--- config.mk ---
export PLATFORM = sky130hd
export DESIGN_NAME = proteus_pipe_ctrl_flat
export DESIGN_NICKNAME = d
export VERILOG_FILES = /design/src/rtl/proteus_pipe_ctrl_if.sv /design/src/rtl/proteus_pipe_ctrl.sv /design/src/flat_wrapper.sv
export SDC_FILE = /design/constraint.sdc
export NUM_CORES = 1
export LEC_CHECK = 0
export ABC_AREA = 1
export CAP_MARGIN = 20
export CELL_PAD_IN_SITES_DETAIL_PLACEMENT = 1
export CELL_PAD_IN_SITES_GLOBAL_PLACEMENT = 1
export CORE_ASPECT_RATIO = 1.4
export CORE_MARGIN = 1.5
export CORE_UTILIZATION = 40
export CTS_CLUSTER_SIZE = 40
export DETAILED_ROUTE_END_ITERATION = 10
export GPL_TIMING_DRIVEN = 0
export HOLD_SLACK_MARGIN = 0.03
export PLACE_DENSITY_LB_ADDON = 0.1
export SYNTH_ARGS = -nofsm -noshare
export SYNTH_HDL_FRONTEND = slang
export SYNTH_SLANG_ARGS = --single-unit
--- constraint.sdc ---
create_clock -name clk -period 2.48 [get_ports clk]
set_input_delay 0.744 -clock clk [delete_from_list [all_inputs] [get_ports clk]]
set_output_delay 0.744 -clock clk [all_outputs]
set_load 0.02 [all_outputs]
--- src/rtl/proteus_pipe_ctrl_if.sv ---
`default_nettype none
// +------------------------------------------------------------------+
// | proteus_pipe_ctrl_if : control/status bundle of the tile sequencer |
// | Revision 1.0                                                       |
// +------------------------------------------------------------------+
interface proteus_pipe_ctrl_if #(
  parameter int CNT_W = 8
);
  logic             i_start;
  logic [CNT_W-1:0] i_num_in_tiles;
  logic [CNT_W-1:0] i_num_out_tiles;
  logic             i_final;
  logic             i_op;
  logic             i_grp_valid;
  logic             o_data_rd;
  logic [1:0]       o_load_sb;
  logic             o_nbout_rd;
  logic             o_load_nbout;
  logic             o_nbout_nfu2_nfu3;
  logic             o_nbout_wr;
  logic             o_op;
  logic             o_busy;
  logic             o_done;

  modport master (
    output i_start, i_num_in_tiles, i_num_out_tiles, i_final, i_op, i_grp_valid,
    input  o_data_rd, o_load_sb, o_nbout_rd, o_load_nbout, o_nbout_nfu2_nfu3,
    input  o_nbout_wr, o_op, o_busy, o_done
  );

  modport slave (
    input  i_start, i_num_in_tiles, i_num_out_tiles, i_final, i_op, i_grp_valid,
    output o_data_rd, o_load_sb, o_nbout_rd, o_load_nbout, o_nbout_nfu2_nfu3,
    output o_nbout_wr, o_op, o_busy, o_done
  );
endinterface
`default_nettype wire

--- src/rtl/proteus_pipe_ctrl.sv ---
`default_nettype none
// +------------------------------------------------------------------+
// | proteus_pipe_ctrl : NFU tile sequencer with latency-matched strobes |
// | Revision 1.0                                                       |
// +------------------------------------------------------------------+
module proteus_pipe_ctrl #(
  parameter int NFU1_LAT = 3,
  parameter int NFU2_LAT = 2,
  parameter int NFU3_LAT = 2,
  parameter int CNT_W    = 8
) (
  input  wire logic          clk,
  input  wire logic          i_rst_n,
  proteus_pipe_ctrl_if.slave bus
);
  localparam int C_FIRST_D = NFU1_LAT + 1;
  localparam int C_LAST_D  = NFU1_LAT + 1 + NFU2_LAT + NFU3_LAT;
  localparam int C_WR_NF   = NFU1_LAT + NFU2_LAT;
  localparam int C_WR_F    = NFU1_LAT + NFU2_LAT + NFU3_LAT;

  typedef enum logic [2:0] {
    S_IDLE  = 3'd0,
    S_CFG   = 3'd1,
    S_WAIT  = 3'd2,
    S_ISSUE = 3'd3,
    S_DRAIN = 3'd4,
    S_DONE  = 3'd5
  } state_t;

  state_t               r_state;
  state_t               w_state_nxt;
  logic [CNT_W-1:0]     r_num_in;
  logic [CNT_W-1:0]     r_num_out;
  logic                 r_final;
  logic                 r_op;
  logic [CNT_W-1:0]     r_in_cnt;
  logic [CNT_W-1:0]     r_out_cnt;
  logic [C_FIRST_D-1:0] r_first_sr;
  logic [C_LAST_D-1:0]  r_last_sr;

  logic w_issue;
  logic w_first;
  logic w_last;
  logic w_run_end;
  logic w_wr;
  logic w_pend;

  assign w_issue   = (r_state == S_ISSUE);
  assign w_first   = (r_in_cnt == '0);
  assign w_last    = (r_in_cnt == r_num_in - CNT_W'(1));
  assign w_run_end = (r_out_cnt == r_num_out - CNT_W'(1));
  assign w_wr      = r_final ? r_last_sr[C_WR_F] : r_last_sr[C_WR_NF];

  // Younger last-tokens still in flight mean this write is not the final one.
  always_comb begin
    w_pend = 1'b0;
    for (int k = 0; k < C_LAST_D; k++) begin
      if (k < (r_final ? C_WR_F : C_WR_NF)) begin
        w_pend = w_pend | r_last_sr[k];
      end
    end
  end

  always_ff @(posedge clk or negedge i_rst_n) begin
    if (!i_rst_n) begin
      r_state <= S_IDLE;
    end else begin
      r_state <= w_state_nxt;
    end
  end

  always_comb begin
    w_state_nxt = r_state;
    case (r_state)
      S_IDLE:  if (bus.i_start) w_state_nxt = S_CFG;
      S_CFG: begin
        if ((r_num_in == '0) || (r_num_out == '0)) begin
          w_state_nxt = S_DONE;
        end else if (bus.i_grp_valid) begin
          w_state_nxt = S_ISSUE;
        end else begin
          w_state_nxt = S_WAIT;
        end
      end
      S_WAIT:  if (bus.i_grp_valid) w_state_nxt = S_ISSUE;
      S_ISSUE: if (w_last) w_state_nxt = w_run_end ? S_DRAIN : S_WAIT;
      S_DRAIN: if (w_wr && !w_pend) w_state_nxt = S_DONE;
      S_DONE:  w_state_nxt = S_IDLE;
      default: w_state_nxt = S_IDLE;
    endcase
  end

  always_ff @(posedge clk or negedge i_rst_n) begin
    if (!i_rst_n) begin
      r_num_in  <= '0;
      r_num_out <= '0;
      r_final   <= 1'b0;
      r_op      <= 1'b0;
      r_in_cnt  <= '0;
      r_out_cnt <= '0;
    end else if (r_state == S_IDLE) begin
      if (bus.i_start) begin
        r_num_in  <= bus.i_num_in_tiles;
        r_num_out <= bus.i_num_out_tiles;
        r_final   <= bus.i_final;
        r_op      <= bus.i_op;
      end
      r_in_cnt  <= '0;
      r_out_cnt <= '0;
    end else if (w_issue) begin
      if (w_last) begin
        r_in_cnt  <= '0;
        r_out_cnt <= r_out_cnt + CNT_W'(1);
      end else begin
        r_in_cnt <= r_in_cnt + CNT_W'(1);
      end
    end
  end

  // Token delay lines: bit k holds a token issued k+1 cycles ago.
  always_ff @(posedge clk or negedge i_rst_n) begin
    if (!i_rst_n) begin
      r_first_sr <= '0;
      r_last_sr  <= '0;
    end else begin
      r_first_sr <= {r_first_sr[C_FIRST_D-2:0], w_issue & w_first};
      r_last_sr  <= {r_last_sr[C_LAST_D-2:0], w_issue & w_last};
    end
  end

  assign bus.o_data_rd         = w_issue;
  assign bus.o_load_sb         = (r_state == S_CFG) ? 2'b11 : 2'b00;
  assign bus.o_nbout_rd        = r_first_sr[NFU1_LAT-1];
  assign bus.o_load_nbout      = r_first_sr[NFU1_LAT];
  assign bus.o_nbout_wr        = w_wr;
  assign bus.o_nbout_nfu2_nfu3 = w_wr & ~r_final;
  assign bus.o_op              = r_op;
  assign bus.o_busy            = (r_state != S_IDLE);
  assign bus.o_done            = (r_state == S_DONE);
endmodule
`default_nettype wire
--- src/flat_wrapper.sv ---
// flat-port wrapper written by rule: the top's interface ports become plain ports
module proteus_pipe_ctrl_flat 
#(
  parameter int NFU1_LAT = 3,
  parameter int NFU2_LAT = 2,
  parameter int NFU3_LAT = 2,
  parameter int CNT_W    = 8
)
  (clk, i_rst_n, bus_i_start, bus_i_num_in_tiles, bus_i_num_out_tiles, bus_i_final, bus_i_op, bus_i_grp_valid, bus_o_data_rd, bus_o_load_sb, bus_o_nbout_rd, bus_o_load_nbout, bus_o_nbout_nfu2_nfu3, bus_o_nbout_wr, bus_o_op, bus_o_busy, bus_o_done);
  proteus_pipe_ctrl_if #(.CNT_W(CNT_W)) bus_i ();
  input  wire logic clk;
  input  wire logic i_rst_n;
  input wire logic [$bits(bus_i.i_start)-1:0] bus_i_start;
  input wire logic [$bits(bus_i.i_num_in_tiles)-1:0] bus_i_num_in_tiles;
  input wire logic [$bits(bus_i.i_num_out_tiles)-1:0] bus_i_num_out_tiles;
  input wire logic [$bits(bus_i.i_final)-1:0] bus_i_final;
  input wire logic [$bits(bus_i.i_op)-1:0] bus_i_op;
  input wire logic [$bits(bus_i.i_grp_valid)-1:0] bus_i_grp_valid;
  output wire logic [$bits(bus_i.o_data_rd)-1:0] bus_o_data_rd;
  output wire logic [$bits(bus_i.o_load_sb)-1:0] bus_o_load_sb;
  output wire logic [$bits(bus_i.o_nbout_rd)-1:0] bus_o_nbout_rd;
  output wire logic [$bits(bus_i.o_load_nbout)-1:0] bus_o_load_nbout;
  output wire logic [$bits(bus_i.o_nbout_nfu2_nfu3)-1:0] bus_o_nbout_nfu2_nfu3;
  output wire logic [$bits(bus_i.o_nbout_wr)-1:0] bus_o_nbout_wr;
  output wire logic [$bits(bus_i.o_op)-1:0] bus_o_op;
  output wire logic [$bits(bus_i.o_busy)-1:0] bus_o_busy;
  output wire logic [$bits(bus_i.o_done)-1:0] bus_o_done;
  assign bus_i.i_start = bus_i_start;
  assign bus_i.i_num_in_tiles = bus_i_num_in_tiles;
  assign bus_i.i_num_out_tiles = bus_i_num_out_tiles;
  assign bus_i.i_final = bus_i_final;
  assign bus_i.i_op = bus_i_op;
  assign bus_i.i_grp_valid = bus_i_grp_valid;
  assign bus_o_data_rd = bus_i.o_data_rd;
  assign bus_o_load_sb = bus_i.o_load_sb;
  assign bus_o_nbout_rd = bus_i.o_nbout_rd;
  assign bus_o_load_nbout = bus_i.o_load_nbout;
  assign bus_o_nbout_nfu2_nfu3 = bus_i.o_nbout_nfu2_nfu3;
  assign bus_o_nbout_wr = bus_i.o_nbout_wr;
  assign bus_o_op = bus_i.o_op;
  assign bus_o_busy = bus_i.o_busy;
  assign bus_o_done = bus_i.o_done;
  proteus_pipe_ctrl #(.NFU1_LAT(NFU1_LAT), .NFU2_LAT(NFU2_LAT), .NFU3_LAT(NFU3_LAT), .CNT_W(CNT_W)) u_core (.clk(clk), .i_rst_n(i_rst_n), .bus(bus_i));
endmodule
=== Yosys cells after proc, flatten, opt, wreduce, memory -nomap -nowiden ===
Index checks and enable logic that the tools add are counted.

* Bits in registers: 49
* Bits of input ports: 22
* Output and inout port bits: 10
* Logic and storage cells: 81

* $add $sub $neg: 4
* $lt $le $gt $ge: 8
* Equal/unequal tests: 11
* Muxes and demuxes: 25
* Bitwise operators: 11
* Reduce and logical (&&, ||, !) cells: 13

{| class="wikitable"
|+ Operators with widths
! cell !! number
|-
| $mux W8 || 6
|-
| $lt A4 B32 Y1 const A || 1
|-
| $logic_not A8 Y1 || 3
|-
| $mux W3 || 6
|-
| $add A8 B1 Y8 const B || 2
|-
| $eq A8 B8 Y1 || 2
|-
| $sub A8 B1 Y8 const B || 2
|-
| $pmux W3 S5 || 1
|-
| $mux W1 || 10
|-
| $lt A3 B3 Y1 const A || 3
|-
| $or A1 B1 Y1 || 7
|-
| $eq A3 B2 Y1 const B || 2
|-
| $eq A3 B3 Y1 const B || 2
|-
| $lt A1 B3 Y1 const A || 2
|-
| $lt A2 B3 Y1 const A || 2
|-
| $ne A2 B2 Y1 const B || 3
|-
| $mux W2 || 2
|-
| $reduce_and A2 Y1 || 2
|-
| $reduce_and A4 Y1 || 1
|-
| $reduce_bool A2 Y1 || 2
|-
| $and A1 B1 Y1 || 3
|-
| $eq A3 B1 Y1 const B || 1
|-
| $logic_not A3 Y1 || 1
|-
| $reduce_bool A3 Y1 || 1
|-
| other kinds (5) || 5
|}

=== Logic depth before layout (Yosys ltp) ===
Gate-level depths: netlist of run 1.

* Depth in word-level cells: 21
* Gate-level depth with buffers: 16
* Gate-level depth less buffers: 16

=== Least setup slack after synthesis of run 1 ===
Ideal clock, no wire load.

* Path kind: register to output
* Start point: register u_core.r_state[2]
* End point: output port bus_o_load_sb[1]
* Arrival: 1.380 ns
* Data required time: 1.736 ns
* Setup slack: 0.356 ns
* Stages on the path, launching flop included: 3
* Buffers on the path: 1
* Cells stage by stage: dfrtp_1 -> nor3_1 -> buf_4

* Longest elaborated chain between the ends: 2

{| class="wikitable"
|+ Ends and longest elaborated chain
! element !! RTL line !! RTL
|-
| start: declaration || proteus_pipe_ctrl.sv:30 || <nowiki>state_t r_state;</nowiki>
|-
| start signal: assignment || proteus_pipe_ctrl.sv:68 || <nowiki>r_state <= w_state_nxt;</nowiki>
|-
| $eq A3 B1 Y1 || proteus_pipe_ctrl.sv:132 || <nowiki>assign bus.o_load_sb = (r_state == S_CFG) ? 2'b11 : 2'b00;</nowiki>
|-
| $mux W2 || proteus_pipe_ctrl.sv:132 ||
|-
| end: declaration || flat_wrapper.sv:20 || <nowiki>output wire logic [$bits(bus_i.o_load_sb)-1:0] bus_o_load_sb;</nowiki>
|}

No other way between the ends.

=== Final worst setup path of run 1 ===
* Start point: register u_core.r_state[2]
* End point: output port bus_o_done

* Longest elaborated chain between the ends: 1

{| class="wikitable"
|+ Ends and longest elaborated chain
! element !! RTL line !! RTL
|-
| $eq A3 B3 Y1 || proteus_pipe_ctrl.sv:139 || <nowiki>assign bus.o_done = (r_state == S_DONE);</nowiki>
|-
| end: declaration || flat_wrapper.sv:27 || <nowiki>output wire logic [$bits(bus_i.o_done)-1:0] bus_o_done;</nowiki>
|}

No other way between the ends.

==> tab_implementation.tex, run 1 <==
\begin{tabular}{lr}
\hline
Metric & Value \\
\hline
\multicolumn{2}{l}{\textbf{Status}} \\
\quad Outcome & complete, no violations \\
\multicolumn{2}{l}{\textbf{Routing}} \\
\quad DRT iter0 DRCs & 71 \\
\quad Wirelength, routed & 6.96 mm \\
\quad Detail-routed via count per cell & 4.98 \\
\quad First-pass DRT Iterations & 4 \\
\quad Detail Route Antenna Nets & 0 \\
\quad Average wire length per cell after detail routing & 14.3 um \\
\quad DRC violation count after routing & 0 \\
\quad Total vias in the final route & 2432 \\
\multicolumn{2}{l}{\textbf{Timing}} \\
\quad Unrepaired setup endpoints after global routing & no \\
\quad Period utilization & 95.4\% \\
\quad Number of max-slew violations in the final report & 0 \\
\quad Remaining max-slew budget at the tightest pin & 65.6\% \\
\quad FMAX & 423 MHz \\
\quad Count of endpoints failing hold in the final timing report & 0 \\
\quad Final clock skew & 0.00904 ns \\
\quad Accumulated negative setup slack & 0 ns \\
\quad Worst Hold Margin & 0.369 ns \\
\quad Measured slew at the worst slew-check pin & 0.516 ns \\
\quad Clock period minus worst slack & 2.37 ns \\
\quad Final-report setup violation count & 0 \\
\multicolumn{2}{l}{\textbf{Cells and area}} \\
\quad Top library cells by usage in the layout, fill and taps aside & nand2\_1 (75), dfrtp\_1 (47), nor2\_1 (45), inv\_1 (39), clkdlybuf4s50\_1 (26) \\
\quad Final non-filler cell area & 3350 um2 \\
\quad Total of fill cells in the finished design & 837 \\
\quad Total Nets Final & 424 \\
\quad P\&R area growth vs syn & 21.6\% \\
\quad Util after Layout & 50.7\% \\
\quad Most common library cell in the layout ignoring fill and taps & nand2\_1 \\
\quad Fraction of layout instances using a drive strength above 1 & 13.9\% \\
\quad Ant. Diodes & 0 \\
\quad Final std cells w/o fill & 488 \\
\multicolumn{2}{l}{\textbf{Clock tree}} \\
\quad Worst-Skew Late Latency & 0.30 ns \\
\quad Clock buffers created by TritonCTS & 5 \\
\quad Clock transition at path regs & 0.10 ns \\
\quad Root Buffer & clkbuf\_8 \\
\quad Number of hold-repair buffers added at the cts stage & 0 \\
\quad Clock tree sinks & 49 \\
\quad Clock Tree Buf Depth & 2 \\
\quad Maximum level of the CTS H-tree & 2 \\
\quad TritonCTS clock tree & done \\
\multicolumn{2}{l}{\textbf{Power and ir drop}} \\
\quad Reported leakage power & 1.59 nW \\
\quad Power density over the cells & 995 nW/um2 \\
\quad Worst voltage drop across the vdd grid & 0.441 mV \\
\multicolumn{2}{l}{\textbf{Synth}} \\
\quad Cell accounting for the most synthesized area & dfrtp\_1 \\
\quad Post-synthesis share of cell area spent on and, or, nand and nor gates & 29.5\% \\
\quad Instance count of the mapped netlist & 352 \\
\quad Post-Synth XOR/XNOR Area & 4.77\% \\
\quad Fraction of the mapped netlist area in adder cells & 3.18\% \\
\quad Area fraction of the dominant cell type after synthesis & 44.5\% \\
\quad Synthesized netlist net count & 381 \\
\quad Top post-synthesis cells by area & dfrtp\_1 (45\%), nand2\_1 (10\%), nor2\_1 (6.1\%) \\
\quad Mean post-synth cell area & 7.82 um2 \\
\quad \#FFs+latches synth & 49 \\
\quad Largest family of logic cells by synthesized area & simple AND/OR/NAND/NOR gates \\
\quad Count of cell types in the netlist & 30 \\
\quad Cell Area, Synth & 2750 um2 \\
\quad Compound-cell area share of the yosys netlist & 9.18\% \\
\quad Proportion of synthesized chip area in sequential cells & 44.5\% \\
\quad Warnings from Yosys & 0 \\
\quad Mux share of post-synthesis cell area & 0.818\% \\
\multicolumn{2}{l}{\textbf{GRT}} \\
\quad Antenna violations before repair & 0 \\
\quad Overall routing resource usage & 21.0\% \\
\quad Global-route congestion overflow total & 0 \\
\quad Maximum number of pins on one net before global-route repair & 34 \\
\quad Vias in the first global route & 2619 \\
\quad Global-route wire length before repair & 11.9 mm \\
\multicolumn{2}{l}{\textbf{Die}} \\
\quad I/O pin cnt & 32 \\
\quad Effective utilization at floorplan & 41.6\% \\
\quad Die height & 101 um \\
\quad Die Wd & 73.1 um \\
\quad Die ar. & 7400 um2 \\
\quad Standard cell core area & 6610 um2 \\
\quad Count of standard-cell rows & 35 \\
\multicolumn{2}{l}{\textbf{Worst setup path}} \\
\quad Critical Path Start Type & register \\
\quad Max FO, Critical Path & 4 \\
\quad CP arrival & 1.62 ns \\
\quad RR Startpoint & u\_core.r\_num\_in[0]\$\_DFFE\_PN0P\_ \\
\quad CP required & 1.74 ns \\
\quad Crit end category & output pin \\
\quad Worst setup startpoint & u\_core.r\_state[2]\$\_DFFE\_PN0P\_ \\
\quad Crit Path Class & register to output pin \\
\multicolumn{2}{l}{\textbf{Placed design}} \\
\quad Number of buffer cells added on primary ports & 31 \\
\quad DP HPWL & 5.51 mm \\
\quad Routability congestion estimate from global placement & 0.821 \\
\quad Number of cells in the design after placement & 476 \\
\quad Placed Instance Area & 3190 um2 \\
\multicolumn{2}{l}{\textbf{Flow run}} \\
\quad Number of violations of the max-capacitance limit & 0 \\
\multicolumn{2}{l}{\textbf{Min path}} \\
\quad Worst min-delay path class & input port to async pin \\
\hline
\end{tabular}
## report_power, final
group	switching [mW]	internal (mW)
registers	0.181	1.01
logic	0.976	0.585
clock network	0.283	0.303
total	1.44	1.89
## flip-flops by register name, summed over array words and instances, names as in the netlist
register and count:
u_core.r_in_cnt 8, u_core.r_last_sr 8, u_core.r_num_in 8, u_core.r_num_out 8, u_core.r_out_cnt 8, u_core.r_first_sr 4
u_core.r_state 3, u_core.bus.o_op 1, u_core.r_final 1
## cell usage after synthesis
master,instances
nor2_1,45
nand3_2,3
o21ai_1,2
nand2_4,1
buf_4,1
o22ai_1,8
a21oi_1,19
nand3b_1,1
o21ai_2,4
nand4_1,4
ha_1,7
nand3_1,24
o21ai_0,11
o31ai_1,1
dfrtp_1,49
nor2_2,2
inv_1,39
nand2_2,9
inv_2,11
nor2_4,4
nor3_1,8
mux2_2,2
xnor2_1,5
clkbuf_1,3
nor3b_1,1
clkinv_1,1
or2_1,1
xor2_1,10
buf_6,1
nand2_1,75
## metal layers
metal / share of wire, % / wire [um] / GRT usage, %
met2: 57 / 3950 / 41.6
met1: 40 / 2790 / 22.6
met3: 1.5 / 106 / 2.19
met5: 0 / 0 / 0
met4: 1.7 / 115 / 6.24
## layout make-up
cell class / count / area [um2] / share of cell area (%)
Sequential cell: 49 / 1230 / 36.7
Multi-Input combinational cell: 247 / 1320 / 39.3
Tap cell: 92 / 115 / 3.44
Inverter: 51 / 191 / 5.72
Clock inverter: 3 / 43.8 / 1.31
Clock buffer: 5 / 68.8 / 2.05
Timing Repair Buffer: 36 / 354 / 10.6
Buffer: 5 / 30.0 / 0.897
## critical path, cell delays in order (launching register included)
cell,delay (ns)
dfrtp_2,0.45
inv_1,0.07
nor3_1,0.17
clkdlybuf4s50_1,0.63
## through the flow
step	setup WS [ns]	total power, mW
6_report	0.115	3.33
5_1_grt	0.0138	3.63
4_1_cts	-0.144	3.32
3_5_place_dp	-0.0958	2.73
3_3_place_gp	-0.832	2.67
2_1_floorplan	0.356	2.22
## timing repair
action	4_1_cts	5_1_grt
gates resized for setup	5	3
buffers inserted	0	4
pin swaps	0	2
setup endpoints to repair	4	3
## final timing paths
| check | end | slack (ns) | depth (start not counted) |
|---|---|---|---|
| worst max-delay path | bus_o_done | 0.11 | 3 |
| worst min-delay path | u_core.r_num_in[0]$_DFFE_PN0P_ | 0.37 | 1 |
| worst max register to register | u_core.r_out_cnt[1]$_DFFE_PN0P_ | 0.40 | 14 |
| worst min register to register | u_core.r_first_sr[2]$_DFF_PN0_ | 0.38 | 0 |
| max in group asynchronous | u_core.r_num_out[7]$_DFFE_PN0P_ | 1.58 | 2 |
| min in group clk | u_core.r_first_sr[2]$_DFF_PN0_ | 0.38 | 0 |
## cells by family (layout without fill, tap and decap cells)
kind of cell	after synthesis	after routing
flops	49	49
compound gates	45	45
mux	2	2
buf+inv	56	100
fa+ha+maj	7	7
xor+xnor	15	15
simple gates	178	178
No activity file was read; power rests on OpenSTA's default activity.
==> run 2: changes to the inputs <==
- CORE_MARGIN: 1.5 -> default
==> run 2 against run 1 <==
  * Power is 1.3% lower
  * Clock power is essentially flat
  * Register-to-register slack about the same
  * Clock skew down 0.0066 ns
  * Clock-buffer cell count unchanged
  * Wire length is 1.6% lower
  * Critical endpoint is now bus_o_nbout_wr
==> tab_implementation.tex, run 2 (synthesis gave the netlist of run 1 again) <==
\begin{tabular}{lr}
\hline
Metric & Value \\
\hline
\multicolumn{2}{l}{\textbf{Status}} \\
\quad Outcome & complete, no violations \\
\multicolumn{2}{l}{\textbf{Timing}} \\
\quad Number of max-slew violations in the final report & 0 (unchanged) \\
\quad Remaining max-slew budget at the tightest pin & 67.2\% (+1.6 points) \\
\quad Unrepaired setup endpoints after global routing & no \\
\quad Period utilization & 95.5\% (+0.15 points) \\
\quad Final clock skew & 0.00242 ns (-0.00662 ns) \\
\quad Final-report setup violation count & 0 (unchanged) \\
\quad FMAX & 422 MHz (-0.16\%) \\
\quad Count of endpoints failing hold in the final timing report & 0 (unchanged) \\
\quad Worst setup margin & 0.111 ns (-0.00370 ns) \\
\quad Clock period minus worst slack & 2.37 ns (+0.00370 ns) \\
\quad Worst Hold Margin & 0.363 ns (-0.00641 ns) \\
\quad Measured slew at the worst slew-check pin & 0.492 ns (-0.0240 ns) \\
\multicolumn{2}{l}{\textbf{GRT}} \\
\quad Global-route wire length before repair & 11.9 mm (unchanged) \\
\quad Antenna violations before repair & 0 (unchanged) \\
\quad Vias in the first global route & 2607 (-0.46\%) \\
\quad Global-route congestion overflow total & 0 (unchanged) \\
\quad Maximum number of pins on one net before global-route repair & 34 (unchanged) \\
\quad Overall routing resource usage & 21.4\% (+0.46 points) \\
\multicolumn{2}{l}{\textbf{Placed design}} \\
\quad Routability congestion estimate from global placement & 0.803 (-2.2\%) \\
\quad Number of buffer cells added on primary ports & 31 (unchanged) \\
\quad Number of cells in the design after placement & 476 (unchanged) \\
\quad DP HPWL & 5.46 mm (-0.94\%) \\
\quad Setup slack after placement & -0.131 ns (-0.0350 ns) \\
\multicolumn{2}{l}{\textbf{Clock tree}} \\
\quad Clock tree sinks & 49 (unchanged) \\
\quad Worst-Skew Late Latency & 0.30 ns (about the same) \\
\quad Root Buffer & clkbuf\_8 \\
\quad Clock buffers created by TritonCTS & 5 (unchanged) \\
\quad Maximum level of the CTS H-tree & 2 (unchanged) \\
\quad TritonCTS clock tree & done \\
\quad Clock Tree Buf Depth & 2 (unchanged) \\
\quad Clock transition at path regs & 0.09 ns (about the same) \\
\multicolumn{2}{l}{\textbf{Cells and area}} \\
\quad Total of fill cells in the finished design & 840 (+0.36\%) \\
\quad Total Nets Final & 422 (-0.47\%) \\
\quad P\&R area growth vs syn & 21.2\% \\
\quad Most common library cell in the layout ignoring fill and taps & nand2\_1 \\
\quad Ant. Diodes & 0 (unchanged) \\
\quad Top library cells by usage in the layout, fill and taps aside & nand2\_1 (75), dfrtp\_1 (47), nor2\_1 (45), inv\_1 (39), clkdlybuf4s50\_1 (25) \\
\quad Fraction of layout instances using a drive strength above 1 & 13.5\% (-0.44 points) \\
\quad Util after Layout & 50.5\% (-0.19 points) \\
\quad Final std cells w/o fill & 486 (-0.41\%) \\
\quad Area of the multi-input gates & 1320 um2 (unchanged) \\
\quad Sequential cell area & 1230 um2 (unchanged) \\
\multicolumn{2}{l}{\textbf{Flow run}} \\
\quad Number of violations of the max-capacitance limit & 0 (unchanged) \\
\multicolumn{2}{l}{\textbf{Die}} \\
\quad Die height & 100 um (-0.99\%) \\
\quad Effective utilization at floorplan & 41.6\% (unchanged) \\
\quad Standard cell core area & 6610 um2 (unchanged) \\
\quad I/O pin cnt & 32 (unchanged) \\
\quad Die ar. & 7230 um2 (-2.3\%) \\
\quad Die Wd & 72.1 um (-1.4\%) \\
\quad Count of standard-cell rows & 35 (unchanged) \\
\multicolumn{2}{l}{\textbf{Worst setup path}} \\
\quad CP arrival & 1.62 ns (about the same) \\
\quad Worst path cell trace & o21ai\_0, clkdlybuf4s50\_1 \\
\quad Cell family with the largest share of critical-path delay & buffers and inverters \\
\quad CP required & 1.74 ns (about the same) \\
\quad Max FO, Critical Path & 5 (+1) \\
\quad Crit Path Class & register to output pin \\
\quad Critical Path Start Type & register \\
\quad Count of buffer and inverter cells on the critical path & 1 (-1) \\
\quad Slowest cell on crit path & clkdlybuf4s50\_1 \\
\quad Highest cell delay on the worst timing path & 0.66 ns (+0.03 ns) \\
\quad Crit end category & output pin \\
\multicolumn{2}{l}{\textbf{Power and ir drop}} \\
\quad Power density over the cells & 986 nW/um2 (-0.90\%) \\
\quad Combinational share of power & 46.2\% (-0.6 points) \\
\quad Net load switching power & 1.42 mW (-1.5\%) \\
\quad Net switching share of the total power & 43.1\% (-0.11 points) \\
\quad Reported leakage power & 1.60 nW (+0.54\%) \\
\quad Worst voltage drop across the vdd grid & 0.459 mV (+4.1\%) \\
\quad Fraction of power consumed by the clock network & 17.8\% (+0.2 points) \\
\quad Flop pwr share & 36.0\% (+0.4 points) \\
\quad Cell-internal power & 1.87 mW (-1.1\%) \\
\multicolumn{2}{l}{\textbf{Routing}} \\
\quad Detail-routed via count per cell & 4.87 (-2.3\%) \\
\quad Wirelength, routed & 6.85 mm (-1.6\%) \\
\quad Detail Route Antenna Nets & 0 (unchanged) \\
\quad First-pass DRT Iterations & 4 (unchanged) \\
\quad DRC violation count after routing & 0 (unchanged) \\
\quad Average wire length per cell after detail routing & 14.1 um (-1.2\%) \\
\quad Total vias in the final route & 2367 (-2.7\%) \\
\quad DRT iter0 DRCs & 54 (-24\%) \\
\multicolumn{2}{l}{\textbf{Min path}} \\
\quad Worst min-delay path class & register to register \\
\hline
\end{tabular}
run 2: repair_timing:
action,in CTS,in global routing
cloned,0,0
hold buffers,0,0
pin swaps,0,2
gates resized for setup,5,4
buffers inserted,0,2
endpoints found under the setup margin,4,3
run 2: worst paths after layout:
path / from / endpoint / slack, ns / depth (start not counted)
max: u_core.r_final$_DFFE_PN0P_ / bus_o_nbout_wr / 0.11 / 2
min: u_core.r_first_sr[1]$_DFF_PN0_ / u_core.r_first_sr[2]$_DFF_PN0_ / 0.36 / 0
max reg2reg: u_core.r_num_in[0]$_DFFE_PN0P_ / u_core.r_out_cnt[7]$_DFFE_PN0P_ / 0.39 / 15
min reg2reg: u_core.r_first_sr[1]$_DFF_PN0_ / u_core.r_first_sr[2]$_DFF_PN0_ / 0.36 / 0
max in group asynchronous: i_rst_n / u_core.r_out_cnt[6]$_DFFE_PN0P_ / 1.58 / 2
min in group asynchronous: i_rst_n / u_core.r_num_in[0]$_DFFE_PN0P_ / 0.37 / 1
run 2: final cells by class:
cell class | instances | area share (%)
clock buffers | 5 | 2.06
clock inverters | 3 | 1.31
well taps | 92 | 3.45
flip-flops and latches | 49 | 36.8
multi-input cells | 247 | 39.5
plain buffers | 5 | 0.900
repair buffers | 34 | 10.2
inverters | 51 | 5.74
run 2: metrics by stage:
| step | setup TNS [ns] | instance area [um2] | power, mW |
|---|---|---|---|
| after floorplan | 0 | 2750 | 2.22 |
| after global placement | -40.54 | 3180 | 2.67 |
| after detailed placement | -0.187 | 3190 | 2.73 |
| after CTS | -0.155 | 3310 | 3.33 |
| after global routing | 0 | 3340 | 3.59 |
| final | 0 | 3340 | 3.29 |
run 2: power groups by stage:
| stage | combinational [mW] | sequential (mW) | clock (mW) |
|---|---|---|---|
| after global placement | 1.49 | 1.18 | 0 |
| final | 1.52 | 1.18 | 0.585 |
| after detailed placement | 1.53 | 1.20 | 0 |
| after floorplan | 1.05 | 1.17 | 0 |
| after CTS | 1.53 | 1.19 | 0.610 |
| after global routing | 1.73 | 1.22 | 0.635 |
run 2: routing by layer:
metal | share of wire (%) | global-route usage (%)
met3 | 1.4 | 2.41
met2 | 59 | 43.5
met4 | 0.98 | 4.98
met1 | 39 | 22.7
met5 | 0 | 0
==> run 3: changes to the inputs <==
- REMOVE_ABC_BUFFERS: default -> 1
==> run 3 against run 2 <==
  * Flip-flop and latch count did not move
  * Maximum frequency rose by 0.93%
  * Critical path type unchanged
  * Clock skew rose by 0.0048 ns
  * Sequential share of layout area rose by 0.21 points
  * Wire length fell by 3.9%
  * Die area did not move
  * Sequential power barely moved
==> tab_implementation.tex, run 3 (synthesis gave the netlist of run 1 again) <==
\begin{tabular}{lr}
\hline
Metric & Value \\
\hline
\multicolumn{2}{l}{\textbf{Clock tree}} \\
\quad Maximum level of the CTS H-tree & 2 (unchanged) \\
\quad Worst-Skew Late Latency & 0.30 ns (about the same) \\
\quad Clock buffers created by TritonCTS & 5 (unchanged) \\
\quad Clock tree sinks & 49 (unchanged) \\
\quad TritonCTS clock tree & done \\
\quad Root Buffer & clkbuf\_8 \\
\quad Clock transition at path regs & 0.09 ns (about the same) \\
\quad Clock Tree Buf Depth & 2 (unchanged) \\
\quad Number of hold-repair buffers added at the cts stage & 0 (unchanged) \\
\multicolumn{2}{l}{\textbf{Placed design}} \\
\quad Number of buffer cells added on primary ports & 31 (unchanged) \\
\quad DP HPWL & 5.21 mm (-4.5\%) \\
\quad Setup slack after placement & 0.121 ns (+0.252 ns) \\
\quad Number of cells in the design after placement & 472 (-0.84\%) \\
\quad Placed Instance Area & 3190 um2 (about the same) \\
\quad Routability congestion estimate from global placement & 0.815 (+1.5\%) \\
\multicolumn{2}{l}{\textbf{Worst setup path}} \\
\quad Critical Path Start Type & register \\
\quad RR Endpoint & u\_core.r\_out\_cnt[2]\$\_DFFE\_PN0P\_ \\
\quad Worst path cell trace & inv\_1, nor3\_1, clkdlybuf4s50\_1 \\
\quad Slowest cell on crit path & clkdlybuf4s50\_1 \\
\quad Crit Path Class & register to output pin \\
\quad Crit end category & output pin \\
\quad CP arrival & 1.60 ns (-0.02 ns) \\
\quad Highest cell delay on the worst timing path & 0.63 ns (-0.03 ns) \\
\quad Worst R2R Path Depth & 14 (-1) \\
\quad Max FO, Critical Path & 4 (-1) \\
\quad Count of buffer and inverter cells on the critical path & 2 (+1) \\
\quad Cell family with the largest share of critical-path delay & buffers and inverters \\
\quad RR Startpoint & u\_core.r\_num\_in[0]\$\_DFFE\_PN0P\_ \\
\quad CP required & 1.74 ns (about the same) \\
\quad Reg2reg setup slack & 0.39 ns (about the same) \\
\multicolumn{2}{l}{\textbf{Die}} \\
\quad Count of standard-cell rows & 35 (unchanged) \\
\quad Standard cell core area & 6610 um2 (unchanged) \\
\quad Die Wd & 72.1 um (unchanged) \\
\quad I/O pin cnt & 32 (unchanged) \\
\quad Die ar. & 7230 um2 (unchanged) \\
\quad Effective utilization at floorplan & 41.6\% (unchanged) \\
\quad Die height & 100 um (unchanged) \\
\multicolumn{2}{l}{\textbf{Cells and area}} \\
\quad Final std cells w/o fill & 480 (-1.2\%) \\
\quad P\&R area growth vs syn & 20.5\% \\
\quad Top library cells by usage in the layout, fill and taps aside & nand2\_1 (75), dfrtp\_1 (47), nor2\_1 (45), inv\_1 (39), clkdlybuf4s50\_1 (25) \\
\quad Area of the multi-input gates & 1320 um2 (unchanged) \\
\quad Sequential cell area & 1230 um2 (unchanged) \\
\quad Fraction of layout instances using a drive strength above 1 & 12.9\% (-0.57 points) \\
\quad Total Nets Final & 417 (-1.2\%) \\
\quad Total of fill cells in the finished design & 806 (-4.0\%) \\
\quad Most common library cell in the layout ignoring fill and taps & nand2\_1 \\
\quad Util after Layout & 50.2\% (-0.28 points) \\
\quad Ant. Diodes & 0 (unchanged) \\
\quad Final non-filler cell area & 3320 um2 (-0.56\%) \\
\multicolumn{2}{l}{\textbf{GRT}} \\
\quad Antenna violations before repair & 0 (unchanged) \\
\quad Maximum number of pins on one net before global-route repair & 35 (+2.9\%) \\
\quad Overall routing resource usage & 21.0\% (-0.47 points) \\
\quad Global-route wire length before repair & 11.7 mm (-2.1\%) \\
\quad Vias in the first global route & 2585 (-0.84\%) \\
\quad Global-route congestion overflow total & 0 (unchanged) \\
\multicolumn{2}{l}{\textbf{Timing}} \\
\quad Period utilization & 94.6\% (-0.88 points) \\
\quad Clock period minus worst slack & 2.35 ns (-0.0218 ns) \\
\quad FMAX & 426 MHz (+0.93\%) \\
\quad Count of endpoints failing hold in the final timing report & 0 (unchanged) \\
\quad Unrepaired setup endpoints after global routing & no \\
\quad Final-report setup violation count & 0 (unchanged) \\
\quad Final clock skew & 0.00727 ns (+0.00485 ns) \\
\quad Worst setup margin & 0.133 ns (+0.0218 ns) \\
\quad Remaining max-slew budget at the tightest pin & 67.7\% (+0.54 points) \\
\quad Measured slew at the worst slew-check pin & 0.483 ns (-0.00927 ns) \\
\quad Number of max-slew violations in the final report & 0 (unchanged) \\
\multicolumn{2}{l}{\textbf{Power and ir drop}} \\
\quad Reported leakage power & 1.59 nW (-0.74\%) \\
\quad Net load switching power & 1.37 mW (-3.3\%) \\
\quad Net switching share of the total power & 42.7\% (-0.43 points) \\
\quad Worst voltage drop across the vdd grid & 0.436 mV (-5.0\%) \\
\quad Power density over the cells & 968 nW/um2 (-1.8\%) \\
\quad Combinational share of power & 46.0\% (-0.2 points) \\
\quad Overall power after layout & 3.21 mW (-2.4\%) \\
\quad Fraction of power consumed by the clock network & 17.4\% (-0.4 points) \\
\quad Flop pwr share & 36.6\% (+0.6 points) \\
\quad Cell-internal power & 1.84 mW (-1.6\%) \\
\multicolumn{2}{l}{\textbf{Min path}} \\
\quad Hold worst-path end & u\_core.r\_first\_sr[2]\$\_DFF\_PN0\_ \\
\quad Startpoint of the most critical hold path & u\_core.r\_first\_sr[1]\$\_DFF\_PN0\_ \\
\quad Worst min-delay path class & register to register \\
\quad Cell depth of the worst hold path & 0 (unchanged) \\
\multicolumn{2}{l}{\textbf{Routing}} \\
\quad Wirelength, routed & 6.58 mm (-3.9\%) \\
\quad First-pass DRT Iterations & 3 (-1) \\
\quad Total vias in the final route & 2377 (+0.42\%) \\
\quad DRC violation count after routing & 0 (unchanged) \\
\quad DRT iter0 DRCs & 46 (-15\%) \\
\quad Average wire length per cell after detail routing & 13.7 um (-2.7\%) \\
\quad Detail Route Antenna Nets & 0 (unchanged) \\
\quad Detail-routed via count per cell & 4.95 (+1.7\%) \\
\multicolumn{2}{l}{\textbf{Status}} \\
\quad Outcome & complete, no violations \\
\multicolumn{2}{l}{\textbf{Flow run}} \\
\quad Number of violations of the max-capacitance limit & 0 (unchanged) \\
\hline
\end{tabular}
[run 3: cell type report]
type / count / area share, %
tap: 92 / 3.47
multi-input combinational: 247 / 39.7
clock inverter: 2 / 1.06
sequential: 49 / 37.0
inverter: 51 / 5.77
timing repair buffer: 34 / 10.9
clock buffer: 5 / 2.07
[run 3: metrics by stage]
| step | hold WS (ns) | TNS (ns) |
|---|---|---|
| after floorplan | 0.331 | 0 |
| after global placement | 0.335 | -44.79 |
| after detailed placement | 0.336 | 0 |
| after CTS | 0.357 | 0 |
| after global routing | 0.377 | 0 |
| final | 0.357 | 0 |
[run 3: worst register-to-register path, cell delays in order, from the launching register on]
cell	delay (ns)
dfrtp_1	0.40
inv_2	0.08
ha_1	0.30
inv_1	0.04
nand2_1	0.05
nand2_1	0.05
nor2_1	0.10
nand2_1	0.07
nor2_2	0.09
nand2_2	0.07
nor2_4	0.13
nand3_2	0.14
nand2_2	0.28
nand2_1	0.09
a21oi_1	0.14
[run 3: worst max-delay path by stage]
stage | depth (start not counted) | endpoint | from
detailed placement | 2 | bus_o_load_sb[1] | u_core.r_state[2]$_DFFE_PN0P_
global placement | 1 | u_core.r_last_sr[7]$_DFF_PN0_ | i_rst_n
CTS | 2 | bus_o_load_sb[0] | u_core.r_state[2]$_DFFE_PN0P_
floorplan | 1 | bus_o_load_sb[0] | u_core.r_state[2]$_DFFE_PN0P_
global route | 3 | bus_o_done | u_core.r_state[2]$_DFFE_PN0P_
finish | 3 | bus_o_done | u_core.r_state[2]$_DFFE_PN0P_
[run 3: routing by layer]
| metal | global-route usage, % | vias to the layer above | routed length [um] |
|---|---|---|---|
| met5 | 0 | - | 0 |
| met4 | 6.33 | 0 | 78 |
| met3 | 2.41 | 4 | 79 |
| met2 | 41.2 | 15 | 3810 |
| met1 | 22.8 | 1176 | 2620 |
| li1 | - | 1182 | - |
[run 3: timing repair]
action | CTS | global route
buffers inserted | 0 | 1
endpoints found under the setup margin | 4 | 4
pin swaps | 0 | 1
gates resized for setup | 5 | 4
[run 3: power groups by stage]
stage / clock network, mW / registers (mW) / logic [mW]
finish: 0.558 / 1.18 / 1.48
global route: 0.606 / 1.21 / 1.69
CTS: 0.580 / 1.18 / 1.50
detailed placement: 0 / 1.19 / 1.49
global placement: 0 / 1.19 / 1.42
floorplan: 0 / 1.17 / 1.01
